<file path="config.mk">
export PLATFORM = sky130hd
export DESIGN_NAME = trap_controller
export DESIGN_NICKNAME = d
export VERILOG_FILES = /design/src/rtl/trap_pkg.sv /design/src/rtl/trap_controller_if.sv /design/src/rtl/trap_prio_enc.sv /design/src/rtl/trap_controller.sv
export SDC_FILE = /design/constraint.sdc
export NUM_CORES = 1
export LEC_CHECK = 0
export CORE_MARGIN = 2
export CORE_UTILIZATION = 39
export DETAILED_ROUTE_END_ITERATION = 8
export GPL_ROUTABILITY_DRIVEN = 0
export PLACE_DENSITY = 0.92
export SKIP_LAST_GASP = 1
export SYNTH_ARGS = -nofsm -noshare
export SYNTH_HDL_FRONTEND = slang
export SYNTH_HIERARCHICAL = 1
export SYNTH_SLANG_ARGS = --single-unit
</file>
<file path="constraint.sdc">
create_clock -name clk -period 2.3 [get_ports clk]
set_clock_uncertainty 0.1 [all_clocks]
set_input_delay 0.345 -clock clk [delete_from_list [all_inputs] [get_ports clk]]
set_output_delay 0.345 -clock clk [all_outputs]
set_load 0.02 [all_outputs]
</file>
<file path="src/rtl/trap_pkg.sv">
// Shared constants, FSM state encoding and code-width helper for the trap controller.
package trap_pkg;

   // Exception cause codes (machine mode)
   localparam logic [3:0] EXC_INST_MISALIGN  = 4'd0;
   localparam logic [3:0] EXC_ILLEGAL        = 4'd2;
   localparam logic [3:0] EXC_BREAKPOINT     = 4'd3;
   localparam logic [3:0] EXC_LOAD_MISALIGN  = 4'd4;
   localparam logic [3:0] EXC_STORE_MISALIGN = 4'd6;
   localparam logic [3:0] EXC_ECALL_M        = 4'd11;

   localparam logic [1:0] MTVEC_VECTORED = 2'b01;

   typedef enum logic [1:0] {
      ST_IDLE     = 2'd0,
      ST_FLUSH    = 2'd1,
      ST_REDIRECT = 2'd2
   } trap_state_e;

   // Exception codes need 4 bits; interrupt indices above 15 need a fifth.
   function automatic int cause_code_w(input int num_irq);
      return (num_irq > 16) ? 5 : 4;
   endfunction

endpackage

</file>
<file path="src/rtl/trap_controller_if.sv">
// Commit-stage event bundle: exception flags and interrupt state fed to the priority encoder.
interface trap_controller_if #(
   parameter int NUM_IRQ = 16
);
   logic               instr_valid;
   logic               inst_addr_malign;
   logic               illegal_inst;
   logic               ebreak;
   logic               ecall;
   logic               load_addr_malign;
   logic               store_amo_addr_malign;
   logic [NUM_IRQ-1:0] irq_pending;
   logic [NUM_IRQ-1:0] irq_enable;
   logic               global_ie;

   modport master (
      output instr_valid, inst_addr_malign, illegal_inst, ebreak, ecall,
             load_addr_malign, store_amo_addr_malign,
             irq_pending, irq_enable, global_ie
   );

   modport slave (
      input  instr_valid, inst_addr_malign, illegal_inst, ebreak, ecall,
             load_addr_malign, store_amo_addr_malign,
             irq_pending, irq_enable, global_ie
   );
endinterface

</file>
<file path="src/rtl/trap_prio_enc.sv">
// Combinational winner selection: fixed exception priority, then lowest eligible interrupt.
module trap_prio_enc
   import trap_pkg::*;
#(
   parameter int NUM_IRQ = 16,
   parameter int CW      = cause_code_w(NUM_IRQ)
) (
   trap_controller_if.slave ev,
   output logic          exc_valid_o,
   output logic          irq_valid_o,
   output logic [CW-1:0] code_o
);

   logic [NUM_IRQ-1:0] irq_eligible;

   assign irq_eligible = ev.global_ie ? (ev.irq_pending & ev.irq_enable) : '0;

   always_comb begin
      exc_valid_o = 1'b0;
      irq_valid_o = 1'b0;
      code_o      = '0;
      if (ev.instr_valid) begin
         exc_valid_o = 1'b1;
         if (ev.inst_addr_malign) begin
            code_o = CW'(EXC_INST_MISALIGN);
         end else if (ev.illegal_inst) begin
            code_o = CW'(EXC_ILLEGAL);
         end else if (ev.ebreak) begin
            code_o = CW'(EXC_BREAKPOINT);
         end else if (ev.ecall) begin
            code_o = CW'(EXC_ECALL_M);
         end else if (ev.load_addr_malign) begin
            code_o = CW'(EXC_LOAD_MISALIGN);
         end else if (ev.store_amo_addr_malign) begin
            code_o = CW'(EXC_STORE_MISALIGN);
         end else begin
            exc_valid_o = 1'b0;
         end

         // Scanning downward lets the lowest eligible index be the last writer.
         if (!exc_valid_o) begin
            for (int i = NUM_IRQ - 1; i >= 0; i--) begin
               if (irq_eligible[i]) begin
                  irq_valid_o = 1'b1;
                  code_o      = CW'(i);
               end
            end
         end
      end
   end

endmodule

</file>
<file path="src/rtl/trap_controller.sv">
// Commit-stage trap/MRET sequencer: arbitrates events, drains the pipeline, then redirects fetch.
// Define TRAP_VECTORED_EN to use base + 4*code interrupt targets when mtvec mode is 2'b01.
module trap_controller
   import trap_pkg::*;
#(
   parameter int XLEN    = 32,
   parameter int NUM_IRQ = 16
) (
   input  logic               clk,
   input  logic               reset_n,
   input  logic               instr_valid_i,
   input  logic [XLEN-1:0]    exc_pc_i,
   input  logic [XLEN-1:0]    exc_tval_i,
   input  logic               inst_addr_malign_i,
   input  logic               illegal_inst_i,
   input  logic               ebreak_i,
   input  logic               ecall_i,
   input  logic               load_addr_malign_i,
   input  logic               store_amo_addr_malign_i,
   input  logic [NUM_IRQ-1:0] irq_pending_i,
   input  logic [NUM_IRQ-1:0] irq_enable_i,
   input  logic               global_ie_i,
   input  logic [XLEN-1:0]    mtvec_i,
   input  logic [XLEN-1:0]    mepc_i,
   input  logic               mret_i,
   output logic               flush_req_o,
   input  logic               flush_ack_i,
   output logic               redirect_valid_o,
   output logic [XLEN-1:0]    redirect_pc_o,
   output logic               busy_o,
   output logic               trap_commit_o,
   output logic [XLEN-1:0]    trap_cause_o,
   output logic [XLEN-1:0]    trap_epc_o,
   output logic [XLEN-1:0]    trap_tval_o,
   output logic [1:0]         dbg_state_o
);

   localparam int CW = cause_code_w(NUM_IRQ);

   // Flush handshake: flush_req_o is held high for every FLUSH cycle; the pipeline
   // raises flush_ack_i once drained, and the first cycle both are high completes
   // the transfer. flush_ack_i is don't-care outside FLUSH.

   trap_state_e     state_q, state_d;
   logic [XLEN-1:0] cause_q, cause_d;
   logic [XLEN-1:0] epc_q, epc_d;
   logic [XLEN-1:0] tval_q, tval_d;
   logic [XLEN-1:0] target_q, target_d;
   logic            is_mret_q, is_mret_d;

   logic            exc_win, irq_win, mret_take, take;
   logic [CW-1:0]   win_code;
   logic [XLEN-1:0] trap_base, trap_target;

   trap_controller_if #(.NUM_IRQ(NUM_IRQ)) ev_bus ();

   assign ev_bus.instr_valid           = instr_valid_i;
   assign ev_bus.inst_addr_malign      = inst_addr_malign_i;
   assign ev_bus.illegal_inst          = illegal_inst_i;
   assign ev_bus.ebreak                = ebreak_i;
   assign ev_bus.ecall                 = ecall_i;
   assign ev_bus.load_addr_malign      = load_addr_malign_i;
   assign ev_bus.store_amo_addr_malign = store_amo_addr_malign_i;
   assign ev_bus.irq_pending           = irq_pending_i;
   assign ev_bus.irq_enable            = irq_enable_i;
   assign ev_bus.global_ie             = global_ie_i;

   trap_prio_enc #(
      .NUM_IRQ (NUM_IRQ),
      .CW      (CW)
   ) u_prio_enc (
      .ev          (ev_bus),
      .exc_valid_o (exc_win),
      .irq_valid_o (irq_win),
      .code_o      (win_code)
   );

   // MRET only wins when nothing else is reported in the same commit slot.
   assign mret_take = instr_valid_i & mret_i & ~exc_win & ~irq_win;
   assign take      = exc_win | irq_win | mret_take;
   assign trap_base = {mtvec_i[XLEN-1:2], 2'b00};

`ifdef TRAP_VECTORED_EN
   always_comb begin
      trap_target = trap_base;
      if (irq_win && (mtvec_i[1:0] == MTVEC_VECTORED)) begin
         trap_target = trap_base + (XLEN'(win_code) << 2);
      end
   end
`else
   logic unused_mtvec_mode;
   assign unused_mtvec_mode = ^mtvec_i[1:0];
   assign trap_target       = trap_base;
`endif

   always_ff @(posedge clk or negedge reset_n) begin
      if (!reset_n) begin
         state_q <= ST_IDLE;
      end else begin
         state_q <= state_d;
      end
   end

   always_comb begin
      state_d = state_q;
      case (state_q)
         ST_IDLE:     if (take) state_d = ST_FLUSH;
         ST_FLUSH:    if (flush_ack_i) state_d = ST_REDIRECT;
         ST_REDIRECT: state_d = ST_IDLE;
         default:     state_d = ST_IDLE;
      endcase
   end

   always_comb begin
      flush_req_o      = 1'b0;
      busy_o           = 1'b0;
      redirect_valid_o = 1'b0;
      trap_commit_o    = 1'b0;
      case (state_q)
         ST_FLUSH: begin
            flush_req_o = 1'b1;
            busy_o      = 1'b1;
         end
         ST_REDIRECT: begin
            busy_o           = 1'b1;
            redirect_valid_o = 1'b1;
            trap_commit_o    = ~is_mret_q;
         end
         default: ;
      endcase
   end

   assign redirect_pc_o = target_q;
   assign trap_cause_o  = cause_q;
   assign trap_epc_o    = epc_q;
   assign trap_tval_o   = tval_q;
   assign dbg_state_o   = state_q;

   // Everything the redirect needs is sampled at the IDLE->FLUSH edge.
   always_comb begin
      cause_d   = cause_q;
      epc_d     = epc_q;
      tval_d    = tval_q;
      target_d  = target_q;
      is_mret_d = is_mret_q;
      if ((state_q == ST_IDLE) && take) begin
         epc_d     = exc_pc_i;
         is_mret_d = mret_take;
         cause_d   = '0;
         tval_d    = '0;
         target_d  = mepc_i;
         if (exc_win) begin
            cause_d  = XLEN'(win_code);
            tval_d   = exc_tval_i;
            target_d = trap_target;
         end else if (irq_win) begin
            cause_d            = XLEN'(win_code);
            cause_d[XLEN-1]    = 1'b1;
            target_d           = trap_target;
         end
      end
   end

   always_ff @(posedge clk or negedge reset_n) begin
      if (!reset_n) begin
         cause_q   <= '0;
         epc_q     <= '0;
         tval_q    <= '0;
         target_q  <= '0;
         is_mret_q <= 1'b0;
      end else begin
         cause_q   <= cause_d;
         epc_q     <= epc_d;
         tval_q    <= tval_d;
         target_q  <= target_d;
         is_mret_q <= is_mret_d;
      end
   end

endmodule

</file>
* Yosys cells after proc, flatten, opt, wreduce, memory -nomap -nowiden
Cells that the tools add are included.
** Cells by class
- Equal/unequal tests :: 4
- Mux-type cells :: 63
- Bitwise operators :: 9
- Reductions and logical operators :: 4
** Operators by type and width (number)
- 32-bit two-way mux :: 5
- 4-bit two-way mux :: 23
- 1-bit two-way mux :: 30
- 16-bit AND :: 1
- 16-bit two-way mux :: 1
- 2-bit two-way mux :: 2
- 2-bit != test, second input constant :: 2
- 2-bit case mux with 2 select lines :: 1
- 1-bit AND :: 3
- 3-bit two-way mux :: 1
- 1-bit NOT :: 3
- 2-bit by 1-bit == test with 1-bit output, second input constant :: 1
- 2-bit == test, second input constant :: 1
- 2-bit zero test :: 1
- 1-bit bitwise OR :: 2
- 2-bit AND reduction :: 1
- 2-bit OR reduction :: 1
- 1-bit logical AND :: 1
** Storage, ports and cells
- Input bits :: 172
- Bits in registers :: 131
- Word-level logic and storage cells :: 86
- Output and inout port bits :: 134

* Depth between registers and ports, before layout
Gate-level depths: netlist of run 1.
- Depth after elaboration :: 26
- Depth in mapped cells :: 11
- Depth with buffers taken out :: 7

* Cells and area by module
Netlist of run 1, hierarchy kept.
** Modules (own cells, without submodules)
- trap_controller :: sequential area each 2602.5 µm², area an instance 5029.8 µm², cells an instance 445, instances 1
- trap_prio_enc :: sequential area each 0.0 µm², area an instance 426.7 µm², cells an instance 74, instances 1

* Worst setup path after synthesis of run 1
No wires, ideal clock.
- Path type :: input to register
- Start :: input irq_pending_i[9]
- End :: register epc_q[0], in the netlist trap_epc_o[0]
- Path slack :: -9 ps
- Path buffers :: 2
- Required time :: 2075 ps
- Cell stages on the path :: 9
- Library setup time :: 125 ps
- Arrival time :: 2084 ps
- Cells stage by stage :: a22o_1 -> o21ai_2 -> nor2b_1 -> a41oi_1 -> a211o_1 -> and2_1 -> buf_6 -> buf_6 -> mux2_4
** Between the ends
- Word-level cells in the longest chain between the ends :: 18
** RTL lines
- from (decl) :: RTL line trap_controller.sv:20 : input logic [NUM_IRQ-1:0] irq_pending_i,
- 16-bit AND * :: RTL line trap_prio_enc.sv:16 : assign irq_eligible = ev.global_ie ? (ev.irq_pending & ev.irq_enable) : '0;
- 16-bit two-way mux * :: RTL line trap_prio_enc.sv:16
- 1-bit two-way mux * (10 in series) :: RTL line trap_prio_enc.sv:43 : if (irq_eligible[i]) begin
- 1-bit two-way mux * :: RTL line trap_prio_enc.sv:41 : if (!exc_valid_o) begin
- 1-bit two-way mux * :: RTL line trap_prio_enc.sv:22 : if (ev.instr_valid) begin
- via irq_win :: RTL line trap_controller.sv:51 : logic exc_win, irq_win, mret_take, take;
- 1-bit NOT :: RTL line trap_controller.sv:79 : assign mret_take = instr_valid_i & mret_i & ~exc_win & ~irq_win;
- 1-bit AND :: RTL line trap_controller.sv:79
- 1-bit bitwise OR * :: RTL line trap_controller.sv:80 : assign take = exc_win | irq_win | mret_take;
- 1-bit logical AND * :: RTL line trap_controller.sv:146 : if ((state_q == ST_IDLE) && take) begin
- to (signal assigned) :: RTL line trap_controller.sv:173 : epc_q <= epc_d;
- to (decl) :: RTL line trap_controller.sv:46 : logic [XLEN-1:0] epc_q, epc_d;
Mark *: on every way through the listed nets, which the timed path passes. The rest lies on a longest branch.
A chain may end at the register's enable or synchronous reset.

* Worst setup path in the final report of run 1
- Start :: input ebreak_i
- End :: register epc_q[13], in the netlist trap_epc_o[13]
** Between the ends
- Word-level cells in the longest chain between the ends :: 10
** RTL lines
- from (decl) :: RTL line trap_controller.sv:16 : input logic ebreak_i,
- 1-bit two-way mux * :: RTL line trap_prio_enc.sv:28 : end else if (ev.ebreak) begin
- 1-bit two-way mux * :: RTL line trap_prio_enc.sv:26 : end else if (ev.illegal_inst) begin
- 1-bit two-way mux * :: RTL line trap_prio_enc.sv:24 : if (ev.inst_addr_malign) begin
- 1-bit two-way mux * :: RTL line trap_prio_enc.sv:22
- 1-bit two-way mux * :: RTL line trap_prio_enc.sv:41
- 1-bit two-way mux * :: RTL line trap_prio_enc.sv:22
- via irq_win :: RTL line trap_controller.sv:51
- 1-bit NOT :: RTL line trap_controller.sv:79
- 1-bit AND :: RTL line trap_controller.sv:79
- 1-bit bitwise OR * :: RTL line trap_controller.sv:80
- 1-bit logical AND * :: RTL line trap_controller.sv:146
Mark *: on every way through the listed nets, which the timed path passes. The rest lies on a longest branch. The select of a mux whose other input is x is not followed.

==> results_dict.tcl, run 1 <==
set metrics [dict create \
    place_hpwl_mm 13.0 \
    critPathCaptureType "flip-flop" \
    synthFlopType "dfrtp_1" \
    drt_iter0_markers 261 \
    synth_cell_types 43 \
    synth_area_sq_um 5460 \
    core-area_sq_um 13800 \
    clk_latency_ns 0.35 \
    worst_ep_required_time_ns 2.44 \
    postRouteWirelength_mm 17.5 \
    layout_commonest_cell "clkdlybuf4s50_1" \
    powerDensity_nw_per_um2 1240 \
    port_buffers 276 \
    final-setup-viol-count 0 \
    cts_buffers 9 \
    antenna_found_initial 0 \
    worstSetupPathType "primary input to flip-flop" \
    dp_slack_ns -0.444 \
    fin_crit_sh 0.984 \
    start_util 0.396 \
    clock_path_buffers 2 \
    start_kind "primary input" \
    max_freq_ghz 0.442 \
    cts.sinks 104 \
    p_seq_frac 0.284 \
    seq_area_frac_synth 0.477 \
    ir_worst_vdd_v 0.000706 \
    vias 5011 \
    seqCellArea_sq_um 2600 \
    crit_fanout 7 \
    power_frac_clock 0.152 \
    slew_violations 0 \
    fin_ws_ns 0.0374 \
    die_area_sq_um 15000 \
    io_pins 306 \
    p_int_mw 6.90 \
    htreeDepth 3 \
    avgSynthCellArea_sq_um 10.5 \
    ant_nets 0 \
    wl_per_cell_um 17.3 \
    synth_seq_cells 104 \
    finalSetupTns_ns 0 \
    syn2layout_area_growth_pct 67.1 \
    status "finished clean" \
    rows 43 \
    synth_area_leaders "dfrtp_1 (48%), mux2_4 (8.8%), a31oi_2 (7.1%)" \
    arrival_ns 2.41 \
    path_clk_slew_ns 0.07 \
    die_w_um 122 \
    drive_gt1_frac 0.214 \
    place_area_sq_um 8560 \
    p_sw_mw 4.43 \
    final_nets 1001 \
    drv_cap 0 \
    async_flop_share 1.00 \
    num-fill-cells 1016 \
    grt_pass1_vias 5133 \
    fp.dieH_um 122 \
    final_cell_mix "clkdlybuf4s50_1 (260), dfrtp_1 (104), nand2_1 (84)" \
    comb_power_share 0.564 \
    overflow 0 \
    first_pass_iters 5 \
    synth_top_area_share 0.477 \
    switching_share 0.391 \
    synth_cells 519 \
    fin_area_sq_um 9120 \
    drc 0 \
    grt_pass1_wl_mm 26.3 \
    yosys.area.top_type "dfrtp_1" \
    grt_max_degree 43 \
    p_leak_nw 4.02 \
    cts_tree "yes" \
    post-route-util 0.662 \
    antennaDiodeCount 0 \
    synth-edff-count 0 \
    hold_viol 0 \
    multi_input_area_sq_um 2460 \
    grt_usage 0.227 \
    yosysWarnings 6 \
    hp-class "primary input to async pin" \
    timing.final.crit_period_ns 2.26 \
    root_buffer "clkbuf_16" \
    routed_via_density 4.96 \
]
==> synthesized netlist by cell type (2+ instances only) <==
cell type	n
dfrtp_1	104
inv_1	37
o21ai_1	6
buf_4	28
a31oi_2	31
o21ai_2	28
ha_1	4
a22oi_1	2
nand3b_1	2
buf_6	12
nand2_1	84
nor2_1	7
o22ai_1	2
a32o_1	4
nor2b_1	3
nand3_1	36
o21ai_0	3
a22o_1	5
and2_1	2
a31oi_1	5
o211ai_1	3
clkbuf_1	21
a21oi_1	39
mux2_4	32
==> path summary, 6_finish.rpt <==
check / cells past startpoint / start / endpoint / slack (ns)
hold / removal: 2 / reset_n / trap_tval_o[6] / 0.40
setup reg to reg: 5 / dbg_state_o[0] / redirect_pc_o[0] / 0.48
setup / recovery: 9 / ebreak_i / trap_epc_o[13] / 0.04
hold reg to reg: 1 / trap_cause_o[2] / trap_cause_o[2] / 0.40
min in group clk: 1 / trap_cause_o[2] / trap_cause_o[2] / 0.40
max in group asynchronous: 3 / reset_n / trap_epc_o[27] / 1.05
==> power by group through the flow <==
stage               Clock [mW]  Combinational, mW  Sequential [mW]
detailed placement           0               6.19             3.22
global placement             0               6.03             3.19
floorplan                    0               2.40             4.23
CTS                       1.75               6.23             3.22
finish                    1.72               6.39             3.22
global route              1.83               6.77             3.32
==> state kept, by name, indices dropped and copies added, names as in the netlist <==
| register | count |
|---|---|
| redirect_pc_o | 32 |
| trap_tval_o | 32 |
| trap_cause_o | 5 |
| is_mret_q | 1 |
| dbg_state_o | 2 |
| trap_epc_o | 32 |
==> layer usage <==
metal | track usage | vias up | part of all wire
li1 | - | 2353 | -
met2 | 0.395 | 222 | 0.51
met4 | 0.0905 | 0 | 0.035
met1 | 0.250 | 2390 | 0.37
met3 | 0.0855 | 46 | 0.085
met5 | 0 | - | 0
==> worst max-delay path, cell delays in order <==
cell,delay [ns]
clkdlybuf4s50_1,0.48
nor2_1,0.18
nand4_1,0.18
a41oi_2,0.24
a211o_1,0.17
and2_4,0.23
buf_12,0.14
buf_12,0.13
mux2_4,0.30
==> kinds of logic after synthesis <==
group                      after synthesis  synth area share
muxes                                   33            0.0901
other                                    1          0.000687
and+or+nand+nor                        140             0.111
buffers and inverters                   99             0.104
AOI/OAI and AO/OA                      138             0.208
DFF                                    104             0.477
adders and majority gates                4           0.00917
==> layout make-up <==
cell class              count  share of cell area
well taps                 180              0.0247
inverters                  38              0.0156
repair buffers            330               0.367
flip-flops and latches    104               0.285
clock buffers               9              0.0247
clock inverters             7              0.0119
multi-input cells         342               0.270
==> through the flow <==
stage	total power, mW	hold slack [ns]	std cells
CTS	11.2	0.405	1001
global route	11.9	0.413	1010
detailed placement	9.41	0.240	983
finish	11.3	0.396	1010
floorplan	6.63	-0.0506	545
global placement	9.22	0.241	983
==> what timing repair did <==
item,4_1_cts,5_1_grt
gates resized for setup,2,28
hold buffers,1,0
cloned,0,1
setup endpoints to repair,84,97
setup buffers,1,8
endpoints found under the hold margin,34,0
pin swaps,2,8
Note: power is estimated with default switching activity, not from simulation.
==> inputs of run 2 (changes only) <==
--- a/config.mk
+++ b/config.mk
@@ -10,6 +10,7 @@
 export DETAILED_ROUTE_END_ITERATION = 8
 export GPL_ROUTABILITY_DRIVEN = 0
 export PLACE_DENSITY = 0.92
+export SETUP_SLACK_MARGIN = 0.4
 export SKIP_LAST_GASP = 1
 export SYNTH_ARGS = -nofsm -noshare
 export SYNTH_HDL_FRONTEND = slang
==> results_dict.tcl, run 2 (same netlist as run 1, synthesis figures left out) <==
set metrics [dict create \
    drv_cap 0 \
    critPathCaptureType "flip-flop" \
    rows 43 \
    wl_per_cell_um 18.2 \
    placed_cells 983 \
    ir_worst_vdd_v 0.000685 \
    final-setup-viol-count 0 \
    first_pass_iters 4 \
    start_kind "primary input" \
    grt_max_degree 75 \
    hp-class "flip-flop to flip-flop" \
    grt_pass1_wl_mm 27.5 \
    clock_path_buffers 2 \
    port_buffers 276 \
    slew_violations 0 \
    die_area_sq_um 15000 \
    drc 0 \
    seqCellArea_sq_um 2600 \
    stdcell_count 1044 \
    clk_latency_ns 0.34 \
    post-route-util 0.709 \
    die_w_um 122 \
    final_nets 1034 \
    grt_usage 0.238 \
    cts_tree "yes" \
    layout_commonest_cell "clkdlybuf4s50_1" \
    crit_fanout 9 \
    routed_via_density 4.96 \
    grt_pass1_vias 5272 \
    overflow 0 \
    p_total_mw 11.9 \
    place_hpwl_mm 12.8 \
    postRouteWirelength_mm 19.0 \
    tightest_slew_ns 0.575 \
    rsz0062_at_grt "yes" \
    vias 5180 \
    worstSetupPathType "primary input to flip-flop" \
    r2r_slack_ns 0.48 \
    ant_nets 0 \
    syn2layout_area_growth_pct 79.0 \
    fin_area_sq_um 9770 \
    dp_slack_ns -0.405 \
    io_pins 306 \
    cts.sinks 104 \
    antenna_found_initial 1 \
    arrival_ns 2.21 \
    num-fill-cells 968 \
    timing.final.crit_period_ns 2.08 \
    fp.dieH_um 122 \
    core-area_sq_um 13800 \
    cts_buffers 9 \
    status "finished clean" \
    fin_ws_ns 0.220 \
    worst_ep_required_time_ns 2.43 \
    powerDensity_nw_per_um2 1220 \
    place_area_sq_um 8550 \
    start_util 0.396 \
    max_freq_ghz 0.481 \
    drt_iter0_markers 274 \
    hold_viol 0 \
    multi_input_area_sq_um 2710 \
    relSlewSlack 0.617 \
    path_clk_slew_ns 0.07 \
    root_buffer "clkbuf_16" \
    p_leak_nw 4.24 \
    fin_crit_sh 0.904 \
    drive_gt1_frac 0.298 \
    final_cell_mix "clkdlybuf4s50_1 (230), dfrtp_1 (103), nand2_1 (69)" \
    htreeDepth 3 \
]
[run 2: cell count changes in the layout (fill, tap and decap cells not counted), moves of 11 or more]
cell             delta
dlymetal6s2s_1     -11
nand2_2            +13
clkdlybuf4s50_1    -30
a31oi_4            +14
a31oi_2            -13
dlygate4sd2_1      +23
nand2_1            -15
[run 2: layout make-up]
| class | instances | share of cell area |
|---|---|---|
| flip-flops and latches | 104 | 0.267 |
| well taps | 180 | 0.0231 |
| inverters | 38 | 0.0149 |
| repair buffers | 363 | 0.386 |
| multi-input cells | 342 | 0.277 |
| diodes | 1 | 0.000256 |
| clock inverters | 7 | 0.00845 |
| clock buffers | 9 | 0.0231 |
[run 2: power breakdown]
part	internal, mW	total [mW]	switching, mW
clock	0.866	1.59	0.728
combinational	3.70	7.10	3.40
sequential	2.70	3.24	0.540
[run 2: metal layers]
layer  wire [um]  GRT usage
met1        6840      0.273
met4         532     0.0833
met5           0          0
met3        1460     0.0688
met2       10100      0.421
[run 2: worst paths after layout]
path / start / end / depth (start not counted)
max in group asynchronous: reset_n / redirect_pc_o[10] / 3
setup / recovery: global_ie_i / trap_epc_o[29] / 10
setup reg to reg: dbg_state_o[0] / trap_epc_o[13] / 6
min in group asynchronous: reset_n / trap_epc_o[19] / 2
hold / removal: trap_cause_o[3] / trap_cause_o[3] / 1
hold reg to reg: trap_cause_o[3] / trap_cause_o[3] / 1
[run 2: critical path: stages]
cell and delay [ns]:
dlygate4sd2_1 0.28, buf_6 0.16, o21ai_2 0.06, nor2b_4 0.16, a41oi_2 0.12, a211o_1 0.31, and2_4 0.19, buf_12 0.15
buf_12 0.13, mux2_4 0.29
[run 2: metrics by stage]
stage / hold slack, ns / TNS [ns]
final: 0.399 / 0
after global routing: 0.424 / 0
after CTS: 0.396 / 0
after detailed placement: 0.281 / -33.82
after global placement: 0.280 / -30.47
after floorplan: -0.0506 / 0
[run 2: what timing repair did]
item / in CTS / in global routing
gates resized for setup: 133 / 63
endpoints found under the setup margin: 107 / 107
pin swaps: 28 / 18
buffers inserted: 29 / 3
gates cloned: 6 / 5
hold endpoints to repair: 42 / 0
hold buffers: 1 / 0
==> inputs of run 3 (changes only) <==
--- a/config.mk
+++ b/config.mk
@@ -9,7 +9,7 @@
 export CORE_UTILIZATION = 39
 export DETAILED_ROUTE_END_ITERATION = 8
 export GPL_ROUTABILITY_DRIVEN = 0
-export PLACE_DENSITY = 0.92
+export PLACE_DENSITY = 0.9
 export SETUP_SLACK_MARGIN = 0.4
 export SKIP_LAST_GASP = 1
 export SYNTH_ARGS = -nofsm -noshare
==> results_dict.tcl, run 3 (same netlist as run 1, synthesis figures left out) <==
set metrics [dict create \
    io_pins 306 \
    slew_violations 0 \
    grt_pass1_vias 5599 \
    antenna_found_initial 0 \
    core-area_sq_um 13800 \
    cp_slowest_cell "clkdlybuf4s50_1" \
    drc 0 \
    grt_pass1_wl_mm 30.0 \
    r2r_slack_ns 0.44 \
    crit_start "irq_pending_i[7]" \
    wl_per_cell_um 19.8 \
    syn2layout_area_growth_pct 78.5 \
    timing.final.crit_period_ns 2.12 \
    cts_tree "yes" \
    crit_fanout 5 \
    dp_slack_ns -0.400 \
    cts_buffers 9 \
    fp.dieH_um 122 \
    die_w_um 122 \
    place_hpwl_mm 12.9 \
    max_freq_ghz 0.471 \
    worst_ep_required_time_ns 2.44 \
    p_leak_nw 4.32 \
    vias 5502 \
    start_util 0.396 \
    r2r_start "dbg_state_o[1]" \
    path_clk_slew_ns 0.08 \
    clk_latency_ns 0.34 \
    first_pass_iters 5 \
    arrival_ns 2.26 \
    hp-class "flip-flop to flip-flop" \
    fin_ws_ns 0.177 \
    cpPeakStageDelay_ns 0.44 \
    cts.sinks 104 \
    worstPathCellList "clkdlybuf4s50_1, nand2_2, nand2_4, nand2_4, a41oi_4, a211o_1, and2_4, buf_12, buf_12, mux2_4" \
    start_kind "primary input" \
    antennaDiodeCount 0 \
    critPathCaptureType "flip-flop" \
    port_buffers 276 \
    cp_num_buf_inv 3 \
    hp-start "trap_cause_o[3]" \
    tightest_slew_ns 0.572 \
    postRouteWirelength_mm 21.0 \
    clock_path_buffers 2 \
    final_cell_mix "clkdlybuf4s50_1 (229), dfrtp_1 (104), buf_4 (80)" \
    drt_iter0_markers 229 \
    htreeDepth 3 \
    status "finished clean" \
    drive_gt1_frac 0.312 \
    rows 43 \
    powerDensity_nw_per_um2 1200 \
    final_nets 1055 \
    path_delay_family "buffers and inverters" \
    layout_commonest_cell "clkdlybuf4s50_1" \
    drv_cap 0 \
    relSlewSlack 0.619 \
    die_area_sq_um 15000 \
    fin_crit_sh 0.923 \
    routed_via_density 5.17 \
    overflow 0 \
    rsz0062_at_grt "yes" \
    ir_worst_vdd_v 0.000672 \
    final-setup-viol-count 0 \
    grt_max_degree 54 \
    root_buffer "clkbuf_16" \
    worstSetupPathType "primary input to flip-flop" \
    hold_viol 0 \
    placed_cells 984 \
    stdcell_count 1064 \
    ant_nets 0 \
    grt_usage 0.264 \
]
==> run 3: worst paths after layout <==
check,to,cells after the start
max,trap_epc_o[11],10
min,trap_cause_o[3],1
max reg2reg,trap_tval_o[9],6
min reg2reg,trap_cause_o[3],1
max in group asynchronous,redirect_pc_o[4],3
min in group asynchronous,trap_epc_o[20],2
==> run 3: per-stage QoR <==
step / util / power, mW / instance area (sq um) / TNS [ns] / hold WS [ns]
2_1_floorplan: - / 6.65 / 5580 / 0 / -0.0506
5_1_grt: 0.707 / 12.3 / 9740 / 0 / 0.423
6_report: 0.707 / 11.7 / 9740 / 0 / 0.407
4_1_cts: 0.682 / 11.4 / 9390 / 0 / 0.406
3_3_place_gp: 0.620 / 9.17 / 8540 / -31.02 / 0.271
3_5_place_dp: 0.620 / 9.33 / 8540 / -34.86 / 0.278
==> run 3: area by class of cell <==
class                   count  area [sq um]
fillers                   954          4030
repair buffers            384          3840
multi-input cells         342          2630
flip-flops and latches    104          2600
clock buffers               9           225
well taps                 180           225
inverters                  38           143
clock inverters             7          72.6
==> run 3: report_power, final <==
part	total [mW]	internal [mW]	switching [mW]
combinational	6.91	3.53	3.38
clock	1.54	0.770	0.771
sequential	3.24	2.70	0.541
total	11.7	7.00	4.70
==> run 3: timing repair <==
item / CTS / global route
cloned: 4 / 6
setup endpoints to repair: 108 / 109
hold buffers: 1 / 0
pin swaps: 31 / 19
endpoints found under the hold margin: 41 / 0
buffers inserted: 46 / 7
gates resized for setup: 120 / 56
==> run 3: metal layers <==
metal | vias up | share of wire | GRT usage
li1 | 2460 | - | -
met1 | 2663 | 0.36 | 0.304
met2 | 291 | 0.51 | 0.445
met3 | 88 | 0.071 | 0.0748
met4 | 0 | 0.054 | 0.139
met5 | - | 0 | 0
